[config.mk]
export PLATFORM = sky130hd
export DESIGN_NAME = ct_mod_range
export DESIGN_NICKNAME = d
export VERILOG_FILES = /design/src/rtl/ct_mod_range.sv
export SDC_FILE = /design/constraint.sdc
export NUM_CORES = 1
export LEC_CHECK = 0
export CAP_MARGIN = 0
export CORE_ASPECT_RATIO = 1.25
export CORE_MARGIN = 5
export CORE_UTILIZATION = 50
export CTS_CLUSTER_DIAMETER = 50
export CTS_CLUSTER_SIZE = 30
export DETAILED_ROUTE_END_ITERATION = 10
export PLACE_DENSITY_LB_ADDON = 0.15
export SYNTH_ARGS = -nofsm -noshare
export SYNTH_HDL_FRONTEND = slang
export SYNTH_SLANG_ARGS = --single-unit
[constraint.sdc]
create_clock -name clk -period 6.25 [get_ports clk]
set_input_delay 0.9375 -clock clk [delete_from_list [all_inputs] [get_ports clk]]
set_output_delay 0.9375 -clock clk [all_outputs]
set_load 0.005 [all_outputs]
[src/rtl/ct_mod_range.sv]
// Range counter [MIN..top] with up/down wrap, clamped load, optional runtime
// upper bound, combinational carry chaining and a registered compare-match pulse.
module ct_mod_range #(
    parameter int unsigned W       = 7,
    parameter int unsigned MIN     = 0,
    parameter int unsigned MAX     = 59,
    parameter int unsigned DYN     = 0,
    parameter int unsigned RST_VAL = MIN
) (
    input  logic         clk,
    input  logic         rst_n,
    input  logic         en,
    input  logic         dn,
    input  logic         ld,
    input  logic [W-1:0] ld_val,
    input  logic [W-1:0] max_dyn,
    input  logic         cmp_en,
    input  logic [W-1:0] cmp_val,
    output logic [W-1:0] ct_out,
    output logic         tc,
    output logic         co,
    output logic         match
);

    localparam logic [W-1:0] MinW = W'(MIN);
    localparam logic [W-1:0] MaxW = W'(MAX);
    localparam logic [W-1:0] RstW = W'(RST_VAL);

    // Elaboration-time parameter sanity.
    if (MIN >= MAX) begin : g_err_min_max
        $error("ct_mod_range: MIN must be below MAX");
    end
    if (longint'(MAX) > ((longint'(1) << W) - 1)) begin : g_err_max_width
        $error("ct_mod_range: MAX does not fit in W bits");
    end
    if ((RST_VAL < MIN) || (RST_VAL > MAX)) begin : g_err_rst_val
        $error("ct_mod_range: RST_VAL outside [MIN..MAX]");
    end

    // Comparisons against MIN written without >=/< so MIN=0 stays free of
    // constant-result unsigned compares.
    function automatic logic le_min(input logic [W-1:0] x);
        return !(x > MinW);
    endfunction

    function automatic logic lt_min(input logic [W-1:0] x);
        return !(x > MinW) && (x != MinW);
    endfunction

    logic [W-1:0] top;
    logic [W-1:0] cnt_q, cnt_d;
    logic         match_q, match_d;

    if (DYN != 0) begin : g_dyn
        assign top = lt_min(max_dyn) ? MinW : max_dyn;
    end else begin : g_static
        logic unused_max_dyn;
        assign unused_max_dyn = ^max_dyn;
        assign top = MaxW;
    end

    // Next count (ld over en) and next match flag.
    always_comb begin
        cnt_d = cnt_q;
        if (ld) begin
            if (lt_min(ld_val)) begin
                cnt_d = MinW;
            end else if (ld_val > top) begin
                cnt_d = top;
            end else begin
                cnt_d = ld_val;
            end
        end else if (en) begin
            if (!dn) begin
                // >= also catches top having dropped below the current count.
                cnt_d = (cnt_q >= top) ? MinW : cnt_q + 1'b1;
            end else if (le_min(cnt_q) || (cnt_q > top)) begin
                cnt_d = top;
            end else begin
                cnt_d = cnt_q - 1'b1;
            end
        end
        match_d = cmp_en && (cnt_d == cmp_val) && (cnt_d != cnt_q);
    end

    // Count and match registers with synchronous active-low reset.
    always_ff @(posedge clk) begin
        if (!rst_n) begin
            cnt_q   <= RstW;
            match_q <= 1'b0;
        end else begin
            cnt_q   <= cnt_d;
            match_q <= match_d;
        end
    end

    // Terminal count follows direction only; carry is gated by en and ld.
    always_comb begin
        tc = dn ? le_min(cnt_q) : (cnt_q >= top);
        co = en && tc && !ld;
    end

    assign ct_out = cnt_q;
    assign match  = match_q;

endmodule
==> reports/results.txt <==
Dpl cells = 213
Endpoints failing hold = 0
Final Max Slew Viols = 0
Layout net count = 217
Die X = 53.2 um
Mean Syn Cell Area = 7.25 um2
Worst hold path depth = 3
Area leader, netlist = dfxtp_1
Ys async rst share = 0%
Worst relative slew slack = 56.7%
Crit-path cells = clkdlybuf4s50_1 > nor2b_1 > a31o_2 > and2_1 > clkdlybuf4s50_1
Post-Route WL = 3480 um
FF+latch count, synth = 8
Total number of H-tree levels = 1
Vias in the first global route = 1307
Post-place setup slack = 2.50 ns
Synth Instances = 161
Hpwl dp = 2730 um
Worst setup SP type = input pin
Worst setup path class = in2out
TritonRoute pass-1 iters = 4
CTS buffer count = 3
RSZ-0062 raised after global routing = no
Initial Util = 52.8%
Fraction of layout cells with a size suffix above 1 = 7.03%
EDFF count, synth = 0
CTS root buf = clkbuf_4
Initial antenna violation count = 0
Placeable Area = 2210 um2
Full die area = 3410 um2
Fillers = 193
CTS max path bufs = 2
Site row count = 19
Total grt overflow = 0
Post-CTS Setup Bufs = 0
Fin util = 66.8%
Leakage = 0.529 nW
Antenna Diode Count = 0
Worst hold-check path type = reg2reg
Port buffer count = 29
GP Congestion = 0.893
Wirelength per Cell = 16.1 um
Hold Buf Count CTS = 0
Multi-input gate area = 931 um2
P per Cell Area = 141 nW/um2
Total GRT Usage = 22.1%
PnR worst setup slack = 2.48 ns
Final min period = 3.77 ns
Final setup viols = 0
R2R depth = 8
Clk_lat worst skew = 0.27 ns
Top cell type's share of synthesized area = 13.7%
Largest net degree at the start of global routing = 20
Mapped Area = 1170 um2
Yosys warnings = 0
Outcome = completed
CP arrival = 2.83 ns
F_max = 0.265 GHz
Final setup TNS = 0 ns
Clock sink total = 8
First-pass GRT wire length = 5710 um
Final Skew = 0.00508 ns
Die height = 64.0 um
Reg-to-reg endpoint = match$_SDFF_PN0_
Most common cell after layout, fill and taps aside = clkdlybuf4s50_1
Seq/Total Area, Yosys = 13.7%
Netlist cell types = 55
Synth-to-Final Area Change = 26.5%
Post-DR vias/cell = 6.19
Min-delay src = ct_out[6]$_SDFF_PN0_
Reg2reg start = ct_out[0]$_SDFF_PN0_
Syn nets = 191
Worst VDD drop = 0.141 mV
Worst Setup End Kind = output port
Clock-pin slew on the worst setup and hold paths = 0.05 ns
Synth top area cells = dfxtp_1, nor2_1, nor3_1
Vias post-DR = 1338
Max-cap viol count = 0
DRT antenna net count = 0
Crit-path most repeated cell = clkdlybuf4s50_1
CTS tree = done
Most frequent cells in the layout = clkdlybuf4s50_1, nor2_1, nor3_1
Max FO, Critical Path = 11
Most used flip-flop cell after synthesis = dfxtp_1
Hold EP = ct_out[6]$_SDFF_PN0_
Starting DRT DRC Count = 46
Reg area = 160 um2
Non-Filler Instances = 216
Post_cts resized = 0
Worst EP required = 5.31 ns
# IOs = 37
Crit-path slowest cell = clkdlybuf4s50_1
DRC viols = 0
Final worst-path cycle share = 60.3%
Max incr delay on CP = 0.68 ns
Reg2reg setup slack = 3.63 ns
Worst-Margin Slew = 0.649 ns
-- critical path: cells and delay by family --
kind | cells | cell delay [ns]
and+or+nand+nor | 2 | 0.50
AOI/OAI and AO/OA | 1 | 0.22
buffers and inverters | 2 | 1.17
-- routing by layer --
layer,global-route usage (%),vias to the layer above,part of all wire (%)
li1,-,662,-
met1,25.2,601,39
met2,36.0,64,50
met3,3.02,11,7.6
met4,16.3,0,3.8
met5,0,-,0
-- kinds of logic (layout without fill, tap and decap cells) --
group                      Yosys count  in the layout  synth area share [%]
DFF                                  8              8                  13.7
buffers and inverters               17             41                  6.54
muxes                                2              2                  1.71
and+or+nand+nor                     69             69                  33.0
adders and majority gates            3              3                  3.22
AOI/OAI and AO/OA                   53             53                  35.1
xor gates and xnor gates             9              9                  6.75
-- how the worst max path moves through the flow --
stage | startpoint | to | slack (ns) | cells after the start
global placement | en | co | 2.50 | 4
floorplan | dn | match$_SDFF_PN0_ | 3.63 | 8
detailed placement | dn | co | 2.50 | 5
global route | dn | co | 2.37 | 5
finish | dn | co | 2.48 | 5
CTS | dn | co | 2.49 | 5
-- synth_stat cells (2+ instances only) --
| cell type | count |
|---|---|
| and3_1 | 3 |
| ha_1 | 3 |
| nor3b_1 | 2 |
| nor2b_1 | 5 |
| xor2_1 | 3 |
| o21ai_0 | 5 |
| o211ai_1 | 5 |
| dfxtp_1 | 8 |
| a22oi_1 | 2 |
| buf_2 | 4 |
| clkbuf_1 | 3 |
| xnor2_1 | 6 |
| a21oi_1 | 7 |
| and2_1 | 3 |
| nor3_1 | 11 |
| o2111ai_1 | 2 |
| nand2b_1 | 5 |
| nand2_1 | 6 |
| a31oi_1 | 3 |
| mux2i_1 | 2 |
| o21ai_1 | 2 |
| a31o_2 | 2 |
| o21a_1 | 4 |
| inv_1 | 9 |
| nand3_1 | 8 |
| a211oi_1 | 2 |
| nand4_1 | 3 |
| nor2_1 | 15 |
| o31a_1 | 2 |
-- registers in the layout, indices dropped and copies added, names as in the netlist --
signal and flops:
match 1, ct_out 7
-- cell type report --
class / instances / share of cell area [%]
well taps: 31 / 2.63
flip-flops and latches: 8 / 10.8
repair buffers: 29 / 19.7
multi-input cells: 136 / 63.1
inverters: 9 / 2.29
clock buffers: 3 / 1.53
-- through the flow --
step | hold WS, ns | power (mW) | area (um2)
global placement | 0.799 | 0.164 | 1450
finish | 0.811 | 0.209 | 1480
floorplan | 0.716 | 0.131 | 1170
detailed placement | 0.790 | 0.167 | 1450
global route | 0.870 | 0.222 | 1480
CTS | 0.800 | 0.209 | 1480
-- report_power, final --
part           total [mW]  leakage, nW  switching (mW)  internal [mW]
clock              0.0414       0.0138          0.0193         0.0221
sequential         0.0680       0.0662          0.0134         0.0546
combinational      0.0992        0.449          0.0488         0.0504
Power figures use the tool's default switching activity.
